`config.mk`:
```
export PLATFORM = sky130hd
export DESIGN_NAME = alu_share_arbiter_flat
export DESIGN_NICKNAME = d
export VERILOG_FILES = /design/src/rtl/alu_pkg.sv /design/src/rtl/alu_share_arbiter_if.sv /design/src/rtl/alu_core.sv /design/src/rtl/alu_share_arbiter.sv /design/src/flat_wrapper.sv
export SDC_FILE = /design/constraint.sdc
export NUM_CORES = 1
export LEC_CHECK = 0
export CORE_ASPECT_RATIO = 1.1
export CORE_MARGIN = 8
export CORE_UTILIZATION = 30
export CTS_CLUSTER_DIAMETER = 40
export CTS_CLUSTER_SIZE = 8
export DETAILED_ROUTE_END_ITERATION = 10
export SETUP_SLACK_MARGIN = 0.2
export SLEW_MARGIN = 20
export SYNTH_ARGS = -nofsm -noshare
export SYNTH_HDL_FRONTEND = slang
export SYNTH_SLANG_ARGS = --single-unit
```
`constraint.sdc`:
```
create_clock -name clock -period 5.9 [get_ports clock]
set_clock_uncertainty 0.1 [all_clocks]
set_input_delay 0.59 -clock clock [delete_from_list [all_inputs] [get_ports clock]]
set_output_delay 0.59 -clock clock [all_outputs]
set_load 0.05 [all_outputs]
```
`src/rtl/alu_pkg.sv`:
```
// Shared ALU definitions: operation encodings, default datapath width and
// the occupancy states of the one-entry result buffer.
package alu_pkg;

    localparam int ALU_WIDTH = 32;

    typedef enum logic [1:0] {
        ALU_ADD = 2'b00,
        ALU_SUB = 2'b01,
        ALU_AND = 2'b10,
        ALU_OR  = 2'b11
    } alu_op_e;

    typedef enum logic {
        BUF_EMPTY = 1'b0,
        BUF_FULL  = 1'b1
    } buf_state_e;

endpackage

```
`src/rtl/alu_share_arbiter_if.sv`:
```
// Request/response bundle of the shared ALU: two issue ports with valid/ready
// and one registered result port with valid/ready.
interface alu_share_arbiter_if
    import alu_pkg::*;
#(
    parameter int WIDTH = ALU_WIDTH
);
    logic             req0_valid;
    logic [1:0]       req0_op;
    logic [WIDTH-1:0] req0_a;
    logic [WIDTH-1:0] req0_b;
    logic             req0_ready;

    logic             req1_valid;
    logic [1:0]       req1_op;
    logic [WIDTH-1:0] req1_a;
    logic [WIDTH-1:0] req1_b;
    logic             req1_ready;

    logic             resp_valid;
    logic             resp_ready;
    logic             resp_id;
    logic [WIDTH-1:0] resp_result;
    logic             resp_overflow;

    modport slave (
        input  req0_valid, req0_op, req0_a, req0_b,
        input  req1_valid, req1_op, req1_a, req1_b,
        input  resp_ready,
        output req0_ready, req1_ready,
        output resp_valid, resp_id, resp_result, resp_overflow
    );

    modport master (
        output req0_valid, req0_op, req0_a, req0_b,
        output req1_valid, req1_op, req1_a, req1_b,
        output resp_ready,
        input  req0_ready, req1_ready,
        input  resp_valid, resp_id, resp_result, resp_overflow
    );

endinterface

```
`src/rtl/alu_core.sv`:
```
// Combinational ALU: add, subtract, AND, OR with signed-overflow flag for the
// arithmetic operations.
module alu_core
    import alu_pkg::*;
#(
    parameter int WIDTH = ALU_WIDTH
) (
    input  alu_op_e          op,
    input  logic [WIDTH-1:0] a,
    input  logic [WIDTH-1:0] b,
    output logic [WIDTH-1:0] result,
    output logic             overflow
);
    logic             sub;
    logic [WIDTH-1:0] b_eff;
    logic [WIDTH-1:0] sum;

    // Subtraction shares the adder as a + ~b + 1, so one overflow rule covers both.
    assign sub   = (op == ALU_SUB);
    assign b_eff = sub ? ~b : b;
    assign sum   = a + b_eff + WIDTH'(sub);

    // NOTE: both outputs get a default before the case, so no path leaves them unassigned (no latch).
    always_comb begin
        result   = sum;
        overflow = 1'b0;
        case (op)
            ALU_ADD, ALU_SUB: overflow = (a[WIDTH-1] == b_eff[WIDTH-1]) &&
                                         (sum[WIDTH-1] != a[WIDTH-1]);
            ALU_AND:          result = a & b;
            ALU_OR:           result = a | b;
            default:          result = sum;
        endcase
    end

endmodule

```
`src/rtl/alu_share_arbiter.sv`:
```
// Round-robin arbiter sharing one ALU between two requesters; the result is
// held in a one-entry output buffer tagged with its owner.
module alu_share_arbiter
    import alu_pkg::*;
#(
    parameter int WIDTH = ALU_WIDTH,
    parameter int CNT_W = 16
) (
    input  logic               clock,
    input  logic               reset,
    alu_share_arbiter_if.slave bus,
    output logic [CNT_W-1:0]   grant_cnt0,
    output logic [CNT_W-1:0]   grant_cnt1
);
    buf_state_e       state_q,      state_d;
    logic [WIDTH-1:0] result_q,     result_d;
    logic             overflow_q,   overflow_d;
    logic             id_q,         id_d;
    logic             last_grant_q, last_grant_d;
    logic [CNT_W-1:0] cnt0_q,       cnt0_d;
    logic [CNT_W-1:0] cnt1_q,       cnt1_d;

    logic             can_issue;
    logic             grant_valid;
    logic             grant_id;
    alu_op_e          alu_op;
    logic [WIDTH-1:0] alu_a;
    logic [WIDTH-1:0] alu_b;
    logic [WIDTH-1:0] alu_result;
    logic             alu_overflow;

    function automatic logic [CNT_W-1:0] sat_inc(input logic [CNT_W-1:0] cnt);
        return (cnt == '1) ? cnt : cnt + CNT_W'(1);
    endfunction

    // A slot opens when the buffer is empty or drains this cycle; reset blocks any grant.
    always_comb begin
        can_issue   = !reset && ((state_q == BUF_EMPTY) || bus.resp_ready);
        grant_valid = 1'b0;
        grant_id    = 1'b0;
        if (can_issue) begin
            if (bus.req0_valid && bus.req1_valid) begin
                grant_valid = 1'b1;
                grant_id    = ~last_grant_q;
            end else if (bus.req0_valid) begin
                grant_valid = 1'b1;
                grant_id    = 1'b0;
            end else if (bus.req1_valid) begin
                grant_valid = 1'b1;
                grant_id    = 1'b1;
            end
        end
    end

    assign bus.req0_ready = grant_valid && !grant_id;
    assign bus.req1_ready = grant_valid &&  grant_id;

    assign alu_op = alu_op_e'(grant_id ? bus.req1_op : bus.req0_op);
    assign alu_a  = grant_id ? bus.req1_a : bus.req0_a;
    assign alu_b  = grant_id ? bus.req1_b : bus.req0_b;

    alu_core #(
        .WIDTH (WIDTH)
    ) u_alu_core (
        .op       (alu_op),
        .a        (alu_a),
        .b        (alu_b),
        .result   (alu_result),
        .overflow (alu_overflow)
    );

    always_comb begin
        state_d      = state_q;
        result_d     = result_q;
        overflow_d   = overflow_q;
        id_d         = id_q;
        last_grant_d = last_grant_q;
        cnt0_d       = cnt0_q;
        cnt1_d       = cnt1_q;
        if (grant_valid) begin
            state_d      = BUF_FULL;
            result_d     = alu_result;
            overflow_d   = alu_overflow;
            id_d         = grant_id;
            last_grant_d = grant_id;
            if (grant_id) cnt1_d = sat_inc(cnt1_q);
            else          cnt0_d = sat_inc(cnt0_q);
        end else if ((state_q == BUF_FULL) && bus.resp_ready) begin
            state_d = BUF_EMPTY;
        end
    end

    // NOTE: state registers use non-blocking assignments so every flop samples pre-edge values.
    always_ff @(posedge clock) begin
        if (reset) begin
            state_q      <= BUF_EMPTY;
            result_q     <= '0;
            overflow_q   <= 1'b0;
            id_q         <= 1'b0;
            last_grant_q <= 1'b1;  // requester 0 wins the first contention
            cnt0_q       <= '0;
            cnt1_q       <= '0;
        end else begin
            state_q      <= state_d;
            result_q     <= result_d;
            overflow_q   <= overflow_d;
            id_q         <= id_d;
            last_grant_q <= last_grant_d;
            cnt0_q       <= cnt0_d;
            cnt1_q       <= cnt1_d;
        end
    end

    assign bus.resp_valid    = (state_q == BUF_FULL);
    assign bus.resp_id       = id_q;
    assign bus.resp_result   = result_q;
    assign bus.resp_overflow = overflow_q;
    assign grant_cnt0        = cnt0_q;
    assign grant_cnt1        = cnt1_q;

endmodule
```
`src/flat_wrapper.sv`:
```
// flat-port wrapper written by rule: the top's interface ports become plain ports
module alu_share_arbiter_flat import alu_pkg::*;
#(
    parameter int WIDTH = ALU_WIDTH,
    parameter int CNT_W = 16
)
  (clock, reset, grant_cnt0, grant_cnt1, bus_req0_valid, bus_req0_op, bus_req0_a, bus_req0_b, bus_req1_valid, bus_req1_op, bus_req1_a, bus_req1_b, bus_resp_ready, bus_req0_ready, bus_req1_ready, bus_resp_valid, bus_resp_id, bus_resp_result, bus_resp_overflow);
  alu_share_arbiter_if #(.WIDTH(WIDTH)) bus_i ();
  input  logic clock;
  input  logic reset;
  output logic [CNT_W-1:0] grant_cnt0;
  output logic [CNT_W-1:0] grant_cnt1;
  input wire logic [$bits(bus_i.req0_valid)-1:0] bus_req0_valid;
  input wire logic [$bits(bus_i.req0_op)-1:0] bus_req0_op;
  input wire logic [$bits(bus_i.req0_a)-1:0] bus_req0_a;
  input wire logic [$bits(bus_i.req0_b)-1:0] bus_req0_b;
  input wire logic [$bits(bus_i.req1_valid)-1:0] bus_req1_valid;
  input wire logic [$bits(bus_i.req1_op)-1:0] bus_req1_op;
  input wire logic [$bits(bus_i.req1_a)-1:0] bus_req1_a;
  input wire logic [$bits(bus_i.req1_b)-1:0] bus_req1_b;
  input wire logic [$bits(bus_i.resp_ready)-1:0] bus_resp_ready;
  output wire logic [$bits(bus_i.req0_ready)-1:0] bus_req0_ready;
  output wire logic [$bits(bus_i.req1_ready)-1:0] bus_req1_ready;
  output wire logic [$bits(bus_i.resp_valid)-1:0] bus_resp_valid;
  output wire logic [$bits(bus_i.resp_id)-1:0] bus_resp_id;
  output wire logic [$bits(bus_i.resp_result)-1:0] bus_resp_result;
  output wire logic [$bits(bus_i.resp_overflow)-1:0] bus_resp_overflow;
  assign bus_i.req0_valid = bus_req0_valid;
  assign bus_i.req0_op = bus_req0_op;
  assign bus_i.req0_a = bus_req0_a;
  assign bus_i.req0_b = bus_req0_b;
  assign bus_i.req1_valid = bus_req1_valid;
  assign bus_i.req1_op = bus_req1_op;
  assign bus_i.req1_a = bus_req1_a;
  assign bus_i.req1_b = bus_req1_b;
  assign bus_i.resp_ready = bus_resp_ready;
  assign bus_req0_ready = bus_i.req0_ready;
  assign bus_req1_ready = bus_i.req1_ready;
  assign bus_resp_valid = bus_i.resp_valid;
  assign bus_resp_id = bus_i.resp_id;
  assign bus_resp_result = bus_i.resp_result;
  assign bus_resp_overflow = bus_i.resp_overflow;
  alu_share_arbiter #(.WIDTH(WIDTH), .CNT_W(CNT_W)) u_core (.clock(clock), .reset(reset), .bus(bus_i), .grant_cnt0(grant_cnt0), .grant_cnt1(grant_cnt1));
endmodule
```
## Word-level counts from Yosys, hierarchy flattened

Index checks and enable logic that the tools add are counted.

| word-level totals | value |
|---|---|
| register bits after elaboration | 68 |
| latch bits | 0 |
| bits in writable memories | 0 |
| bits in read-only memories | 0 |
| output and inout bits | 69 |
| logic and storage cells | 55 |
| memories kept | 0 |

| operators by class | value |
|---|---|
| $add $sub $neg | 4 |
| multiply operators | 0 |
| divide/modulo/power cells | 0 |
| order comparisons | 0 |
| equality and inequality tests | 7 |
| shifts and indexed selects | 0 |
| muxes and demuxes | 15 |
| bitwise logic cells | 8 |
| reductions and logical operators | 14 |

Operators with widths:

| operator | count |
|---|---|
| 2-to-1 mux 32 bit | 3 |
| case mux 32 bit (2 select lines) | 1 |
| adder 16 x 1 -> 16 bit (second input constant) | 2 |
| adder 32 x 1 -> 32 bit | 1 |
| adder 32 bit | 1 |
| bitwise AND 32 bit | 1 |
| == test 16 bit (second input constant) | 2 |
| inverter 32 bit | 1 |
| OR 32 bit | 1 |
| 2-to-1 mux 1 bit | 10 |
| logical AND 1 bit | 6 |
| AND reduction 3 bit | 2 |
| inverter 1 bit | 5 |
| == test 2 bit (second input constant) | 2 |
| == test 2 x 1 -> 1 bit (second input constant) | 1 |
| zero test 1 bit | 2 |
| zero test 2 bit | 1 |
| 2-to-1 mux 2 bit | 1 |
| nonzero test 2 bit | 1 |
| OR reduction 2 bit | 1 |
| == test 1 bit | 1 |
| logical OR 1 bit | 1 |
| inequality test 1 bit | 1 |

## Depth between registers and ports, before layout

Gate-level depths: netlist (run 1).

| depth | value |
|---|---|
| word-level depth | 12 |
| gate-level depth with buffers | 19 |

## Hierarchy

A second synthesis (run 1) with hierarchy kept.

| second synthesis, totals | value |
|---|---|
| cell total of the unflattened synthesis | 928 |
| area total of the unflattened synthesis | 6306.0 um2 |

By module, submodules not included:

| module | times used | cells each | area each (um2) | seq. area each (um2) |
|---|---|---|---|---|
| alu_share_arbiter | 1 | 553 | 3611.0 | 1361.3 |
| alu_core | 1 | 375 | 2695.1 | 0.0 |

## Least setup slack after synthesis (run 1)

Ideal clock, no wire load.

| timing path | value |
|---|---|
| kind | in2reg |
| from | in bus_req1_valid |
| to | reg u_core.result_q[24], in the netlist u_core.bus.resp_result[24] |
| data arrival time | 4322 ps |
| slack | 1416 ps |
| stages on the path | 19 |
| path through | a21bo_1 -> or3_1 -> buf_6 -> clkinv_2 -> buf_4 -> buf_4 -> mux2i_1 -> xnor2_1 -> inv_1 -> fa_1 -> nor2b_1 -> o21bai_1 -> a21boi_0 -> o2111ai_1 -> nand3_1 -> o311ai_0 -> a21o_1 -> or4_1 -> nand3_1 |

| on the way | value |
|---|---|
| cells in the longest elaborated chain, start to end | 10 |
| elaborated cells between the ends (all ways) | 21 |
| those cells by class | add/sub (2); eq/ne (3); mux (12); bitwise (3); reduce/logical (1) |

Ends and longest elaborated chain:

| what | line | text |
|---|---|---|
| start, declared | flat_wrapper.sv:17 | `input wire logic [$bits(bus_i.req1_valid)-1:0] bus_req1_valid;` |
| 2-to-1 mux 1 bit | alu_share_arbiter.sv:48 | `end else if (bus.req1_valid) begin` |
| 2-to-1 mux 1 bit | alu_share_arbiter.sv:45 | `end else if (bus.req0_valid) begin` |
| 2-to-1 mux 1 bit | alu_share_arbiter.sv:42 | `if (bus.req0_valid && bus.req1_valid) begin` |
| 2-to-1 mux 1 bit | alu_share_arbiter.sv:41 | `if (can_issue) begin` |
| 2-to-1 mux 2 bit / 2-to-1 mux 32 bit (equally long branches) | alu_share_arbiter.sv:58, alu_share_arbiter.sv:60 |  |
| == test 2 x 1 -> 1 bit / inverter 32 bit (equally long branches) | alu_core.sv:19, alu_core.sv:20 |  |
| 2-to-1 mux 32 bit | alu_core.sv:20 | `assign b_eff = sub ? ~b : b;` |
| adder 32 bit | alu_core.sv:21 | `assign sum = a + b_eff + WIDTH'(sub);` |
| adder 32 x 1 -> 32 bit | alu_core.sv:21 |  |
| case mux 32 bit (2 select lines) | alu_core.sv:27 | `case (op)` |
| end signal, assigned | alu_share_arbiter.sv:105 | `result_q <= result_d;` |
| end, declared | alu_share_arbiter.sv:16 | `logic [WIDTH-1:0] result_q, result_d;` |

Parallel ways exist; a longest one is shown, timed or not.
A chain may end at the register's enable or synchronous reset.

## Worst setup path after layout (run 1)

| timing path | value |
|---|---|
| from | in bus_req1_valid |
| to | reg u_core.result_q[30], in the netlist u_core.bus.resp_result[30] |

Same word-level chain as after synthesis.

==> results.md, run 1 <==
- Status: complete, no violations
- Crit Path Max Fanout: 29
- Synthesized area: 5980 µm²
- Multi-input gate area: about 4400 µm²
- Slew @ Worst Pin: approximately 1100 ps
- Post-cts gate resize count: 0
- Static leakage: ~3.3 nW
- Post-synthesis register bit count: 68
- Post-layout net count: roughly 1.1k
- Postcts setup bufs: 0
- Pwr dens: between 200 and 250 nW/µm²
- Avg Vias per Cell: 5.08
- Total grt overflow: 0
- Vias: 6172
- P&R area growth vs syn: 43.5%
- Syn Nets: around 940
- CP max stage delay: 500 ps
- Unrepaired setup endpoints after global routing: no
- Largest net degree at the start of global routing: 39
- GR Util All Layers: 0.171
- Maximum clock frequency: roughly 190 MHz
- Post-route cell area: around 8600 µm²
- # fillers: about 2.0k
- DRT Pass-1 Iters: 4
- N_diodes: 0
- Hold slack: around 350 ps
- Worst hold start: u_core.bus.resp_id
- Setup CP Type: in2reg
- CTS tree: built
- Crit path capture type: flip-flop
- Power Total: 2.11 mW
- Initial Utilization: 0.303
- Die height: between 150 and 200 µm
- Number of I/O port buffers: 205
- Global-route wire length before repair: 33300 µm
- Worst vdd ir: between 0.1 and 0.15 mV
- Hold Buf Count CTS: 0
- Synthesis Warnings: 0
- Slew Limit Headroom: 0.296
- Final WL: around 21000 µm
- Clk Latency, worst-skew pair: 340 ps
- Total negative setup slack: 0 ps
- Register Area: between 1000 and 1500 µm²
- DP Area: 8290 µm²
- CP Data Required Time: roughly 6000 ps
- Non-Filler Instances: approximately 1.2k
- Drt wl/cell: 17.7 µm
- Final setup violation count: 0
- Critical path launch point: bus_req1_valid
- Post-DP HPWL: approximately 17000 µm
- Initial antenna violation count: 2
- Slowest-stage cell, CP: clkdlybuf4s50_1
- Hold WC Path Type: reg2reg
- Crit-path cells: clkdlybuf4s50_1 > a21bo_1 > or3_1 > clkinv_2 > buf_4 > mux2i_1 > xnor2_1 > ha_1 > nand3_1 > nor4_1 > nand3_1 > a31oi_1 > o21ai_1 > a31oi_1 > xnor2_1 > o221ai_1
- Clk sinks: just under 70
- Sequential-to-total area share from yosys stat: 0.228
- Final Critical Period: 5250 ps
- Finished Core Util: 0.435
- Pins over their slew limit: 0
- Pre-CTS WS: 320 ps
- Gpl congestion: between 0.9 and 1
- Residual DRC: 0
- # H-tree levels: 3
- Mapped Avg Cell Area: 7.78 µm²
- Total CTS buffers: 9
- Post-synth EDFFs: 0
- Post-Synthesis Cells: between 700 and 800
- Die width: between 150 and 200 µm
- Vias in the first global route: around 6.3k
- Iteration-0 DRC Markers: roughly 270
- Post-synth top flop: dfxtp_1
- Final Hold Fails: 0
- DP Cell Count: approximately 1.2k
- CP arrival: roughly 5300 ps
- Clk root buf: clkbuf_16
- Max cap viols: 0
- Num rows: 54
- Full die area: approximately 25000 µm²
- Boundary pin count: between 200 and 250
- Worst-path clk slew: 60 ps
- Clk buf depth: 2
- Share of layout cells above drive strength 1: 0.0728
- Ys async rst share: 0
- CP Launch Type: input port
- Core Area: 19700 µm²
- Post-synthesis cell type count: between 60 and 70
- Final worst setup slack: about 650 ps
- Crit share post-route: 0.889
- Routed Antenna Nets: 0
- RR Startpoint: u_core.last_grant_q
## power breakdown
| group | switching (mW) | internal [mW] | leakage, nW |
|---|---|---|---|
| combinational | 0.591 | 0.428 | 2.55 |
| sequential | 0.0285 | 0.507 | 0.557 |
| clock | 0.229 | 0.330 | 0.150 |
## path summary, 6_finish.rpt
kind / endpoint / slack [ps] / cells past startpoint
setup reg to reg: u_core.bus.resp_result[30] / 1110 / 15
hold reg to reg: u_core.bus.resp_id / 350 / 2
setup / recovery: u_core.bus.resp_result[30] / 650 / 16
hold / removal: u_core.bus.resp_id / 350 / 2
## critical path: cells and delay by family
family          cells  cell delay [ps]
mux                 1              450
fa+ha+maj           1              420
buf+inv             3             1270
compound gates      5             1130
simple gates        4             1180
xor+xnor            2              260
## metal layers
metal	GRT usage	routed length, µm
met1	0.196	8980
met2	0.300	10600
met3	0.0433	1380
met4	0.0621	429
met5	0	21
## kinds of logic after synthesis
| group | after synthesis | share of synthesized area |
|---|---|---|
| xor+xnor | 77 | 0.113 |
| compound gates | 201 | 0.217 |
| simple gates | 256 | 0.198 |
| buf+inv | 61 | 0.0437 |
| mux | 69 | 0.124 |
| flops | 68 | 0.228 |
| fa+ha+maj | 37 | 0.0770 |
## synthesized netlist by cell type (20+ instances only)
| library cell | instances | area share |
|---|---|---|
| nand2_1 | 80 | 0.050 |
| o21ai_0 | 48 | 0.040 |
| clkbuf_1 | 26 | 0.016 |
| mux2i_1 | 40 | 0.067 |
| xnor2_1 | 49 | 0.072 |
| mux2_2 | 26 | 0.049 |
| nand3_1 | 28 | 0.023 |
| xor2_1 | 28 | 0.041 |
| ha_1 | 32 | 0.067 |
| dfxtp_1 | 68 | 0.23 |
| a21oi_1 | 57 | 0.048 |
| inv_1 | 20 | 0.013 |
| nor2_1 | 75 | 0.047 |
## area by class of cell
type | count | share of cell area
multi-input combinational | 640 | 0.511
timing repair buffer | 217 | 0.249
sequential | 68 | 0.159
tap | 252 | 0.0367
clock buffer | 9 | 0.0262
inverter | 21 | 0.00933
clock inverter | 7 | 0.00874
## registers in the layout, summed over array words and instances, names as in the netlist
name / count
u_core.bus.resp_id: 1
u_core.bus.resp_valid: 1
u_core.last_grant_q: 1
u_core.bus.resp_overflow: 1
u_core.bus.resp_result: 32
u_core.grant_cnt0: 16
u_core.grant_cnt1: 16
## cell usage in the layout (no fill, tap or decap), types with 17 or more instances in the layout
master and count:
dfxtp_1 68, nand2_1 80, xor2_1 28, a21oi_1 57, inv_1 20, nor2_1 74, clkdlybuf4s50_1 205, o21ai_0 48
xnor2_1 49, mux2_2 26, mux2i_1 40, nand3_1 28, ha_1 32, nand4_1 17
No activity file was read; power rests on OpenSTA's default activity.
==> run 2, diff against run 1 <==
--- a/config.mk
+++ b/config.mk
@@ -16,3 +16,4 @@
 export SYNTH_ARGS = -nofsm -noshare
 export SYNTH_HDL_FRONTEND = slang
 export SYNTH_SLANG_ARGS = --single-unit
+export TNS_END_PERCENT = 50
==> results of run 2 <==
Final layout, timing and power as in run 1 (identical DEF).
==> run 3, diff against run 2 <==
--- a/config.mk
+++ b/config.mk
@@ -7,13 +7,14 @@
 export LEC_CHECK = 0
 export CORE_ASPECT_RATIO = 1.1
 export CORE_MARGIN = 8
-export CORE_UTILIZATION = 30
+export CORE_UTILIZATION = 47
 export CTS_CLUSTER_DIAMETER = 40
 export CTS_CLUSTER_SIZE = 8
 export DETAILED_ROUTE_END_ITERATION = 10
+export PLACE_DENSITY = 0.83
 export SETUP_SLACK_MARGIN = 0.2
 export SLEW_MARGIN = 20
 export SYNTH_ARGS = -nofsm -noshare
 export SYNTH_HDL_FRONTEND = slang
 export SYNTH_SLANG_ARGS = --single-unit
-export TNS_END_PERCENT = 50
+export TNS_END_PERCENT = 100
==> constraint.sdc (replaced) <==
create_clock -name clock -period 6 [get_ports clock]
set_clock_uncertainty 0.1 [all_clocks]
set_input_delay 0.6 -clock clock [delete_from_list [all_inputs] [get_ports clock]]
set_output_delay 0.6 -clock clock [all_outputs]
set_load 0.05 [all_outputs]
==> results.md, run 3 (synthesized netlist as in run 1, its figures left out) <==
- P&R area growth vs syn: 42.0%
- Core Area: between 10000 and 15000 µm²
- Vias in the first global route: ~6.6k
- DRT Pass-1 Iters: 5
- Residual DRC: 0
- Total CTS buffers: 9
- Share of layout cells above drive strength 1: 0.0718
- Total grt overflow: 0
- Post-cts gate resize count: 0
- Final WL: just over 20000 µm
- Register Area: between 1000 and 1500 µm²
- Clk buf depth: 2
- Routed Antenna Nets: 0
- CP Launch Type: input port
- Clk sinks: 68
- Drt wl/cell: between 15 and 20 µm
- Most Crowded Layer GR: met2
- Hold WC Path Type: reg2reg
- Largest net degree at the start of global routing: between 40 and 50
- # H-tree levels: 3
- Worst vdd ir: 0.192 mV
- Crit path capture type: flip-flop
- Worst-path clk slew: about 60 ps
- Unrepaired setup endpoints after global routing: no
- Hold Buf Count CTS: 0
- Final setup violation count: 0
- Maximum clock frequency: ~200 MHz
- N_diodes: 0
- Gpl congestion: 0.925
- Met3 Use GR: 0.0542
- Buf+Inv Stages, Crit Path: 3
- Total negative setup slack: 0 ps
- Postcts setup bufs: 0
- GR Util All Layers: 0.247
- Final Hold Fails: 0
- Met1 Track Usage GR: 0.286
- Slowest-stage cell, CP: clkdlybuf4s50_1
- Slew Limit Headroom: 0.294
- CP max stage delay: between 400 and 500 ps
- Post-DP HPWL: ~16000 µm
- CP Data Required Time: 6180 ps
- Largest delay share family, worst path: simple AND/OR/NAND/NOR gates
- Leading cell type in the layout, fill and taps excluded: clkdlybuf4s50_1
- Vias: roughly 6.5k
- Iteration-0 DRC Markers: 477
- Num rows: 43
- Final worst setup slack: 1020 ps
- DP Area: 8170 µm²
- Largest register FFs: 32
- Crit Path Max Fanout: 21
- CTS tree: built
- Clk root buf: clkbuf_16
- Slew @ Worst Pin: ~1100 ps
- Avg Vias per Cell: around 5.8
- Crit-path cells: clkdlybuf4s50_1 > a21bo_1 > or3_1 > clkinv_2 > mux2i_1 > xnor2_1 > inv_1 > fa_1 > nor2b_1 > o21bai_1 > a21boi_0 > o2111ai_1 > nand3_1 > o311ai_0 > a21o_1 > or4_1 > nand3_1
- Post-route cell area: between 8000 and 9000 µm²
- Die width: 124 µm
- Pre-CTS WS: 729 ps
- # fillers: approximately 1.1k
- Pins over their slew limit: 0
- Most frequent CP cell: nand3_1
- Final Critical Period: between 4000 and 5000 ps
- Max cap viols: 0
- Global-route wire length before repair: around 33000 µm
- Setup CP Type: in2reg
- Boundary pin count: between 200 and 250
- Post-layout net count: roughly 1.1k
- Number of I/O port buffers: 205
- Status: complete, no violations
- Clk Latency, worst-skew pair: ~340 ps
- Pwr dens: 250 nW/µm²
- Multi-input gate area: 4390 µm²
- Grt met2 use: 0.426
- Initial antenna violation count: 0
- Commonest non-fill, non-tap cells in the layout: 205 x clkdlybuf4s50_1, 80 x nand2_1, 74 x nor2_1
- Initial Utilization: 0.477
- Die height: 134 µm
- Crit share post-route: 0.831
- CP arrival: between 5000 and 6000 ps
- Static leakage: ~3.3 nW
- Full die area: roughly 17000 µm²
==> run 3: changes by cell type in the layout (fill, tap and decap cells not counted), sizes merged <==
cell / previous run / this run
buf: 12 / 11
bufinv: 1 / 2
clkinv: 5 / 4
clkinvlp: 0 / 1
inv: 22 / 21
==> run 3: per-layer routing <==
metal / vias to the layer above / wire, µm
met4: 0 / 657
met3: 52 / 1590
li1: 3145 / -
met2: 279 / 9970
met1: 2998 / 8340
met5: - / 0
==> run 3: final timing paths <==
| kind | depth (start not counted) | to | start | slack [ps] |
|---|---|---|---|---|
| worst max-delay path | 17 | u_core.bus.resp_result[24] | bus_req1_valid | 1020 |
| worst min register to register | 2 | u_core.bus.resp_id | u_core.bus.resp_id | 350 |
| worst min-delay path | 2 | u_core.bus.resp_id | u_core.bus.resp_id | 350 |
| worst max register to register | 16 | u_core.bus.resp_result[24] | u_core.bus.resp_valid | 1450 |
==> run 3: report_power, final <==
part | switching (mW) | leakage (nW) | internal [mW]
Clock | 0.226 | 0.156 | 0.366
Combinational | 0.585 | 2.55 | 0.422
Sequential | 0.0283 | 0.557 | 0.499
Total | 0.839 | 3.26 | 1.29
==> run 3: stage by stage <==
stage / util / std cells / hold slack (ps) / total power, mW
detailed placement: 0.652 / 1102 / 341 / 1.53
CTS: 0.678 / 1118 / 351 / 2.13
finish: 0.678 / 1118 / 348 / 2.13
global route: 0.678 / 1118 / 381 / 2.24
floorplan: - / 769 / 342 / 1.21
global placement: 0.652 / 1102 / 335 / 1.52
==> run 3: cell type report <==
type | instances | area share
sequential | 68 | 0.160
inverter | 21 | 0.00942
multi-input combinational | 640 | 0.516
tap | 157 | 0.0231
clock inverter | 7 | 0.0116
clock buffer | 9 | 0.0265
timing repair buffer | 216 | 0.253
==> run 3: worst reg2reg max path, cell delays in order (launching register included) <==
cell       delay [ps]
dfxtp_1           320
nor2b_1           330
or3_1             220
clkinv_2          380
mux2i_1           410
xnor2_1           180
inv_1              90
fa_1              460
nor2b_1           190
o21bai_1           80
a21boi_0          300
o2111ai_1         190
nand3_1           190
o311ai_0          210
a21o_1            260
or4_1             490
nand3_1            80
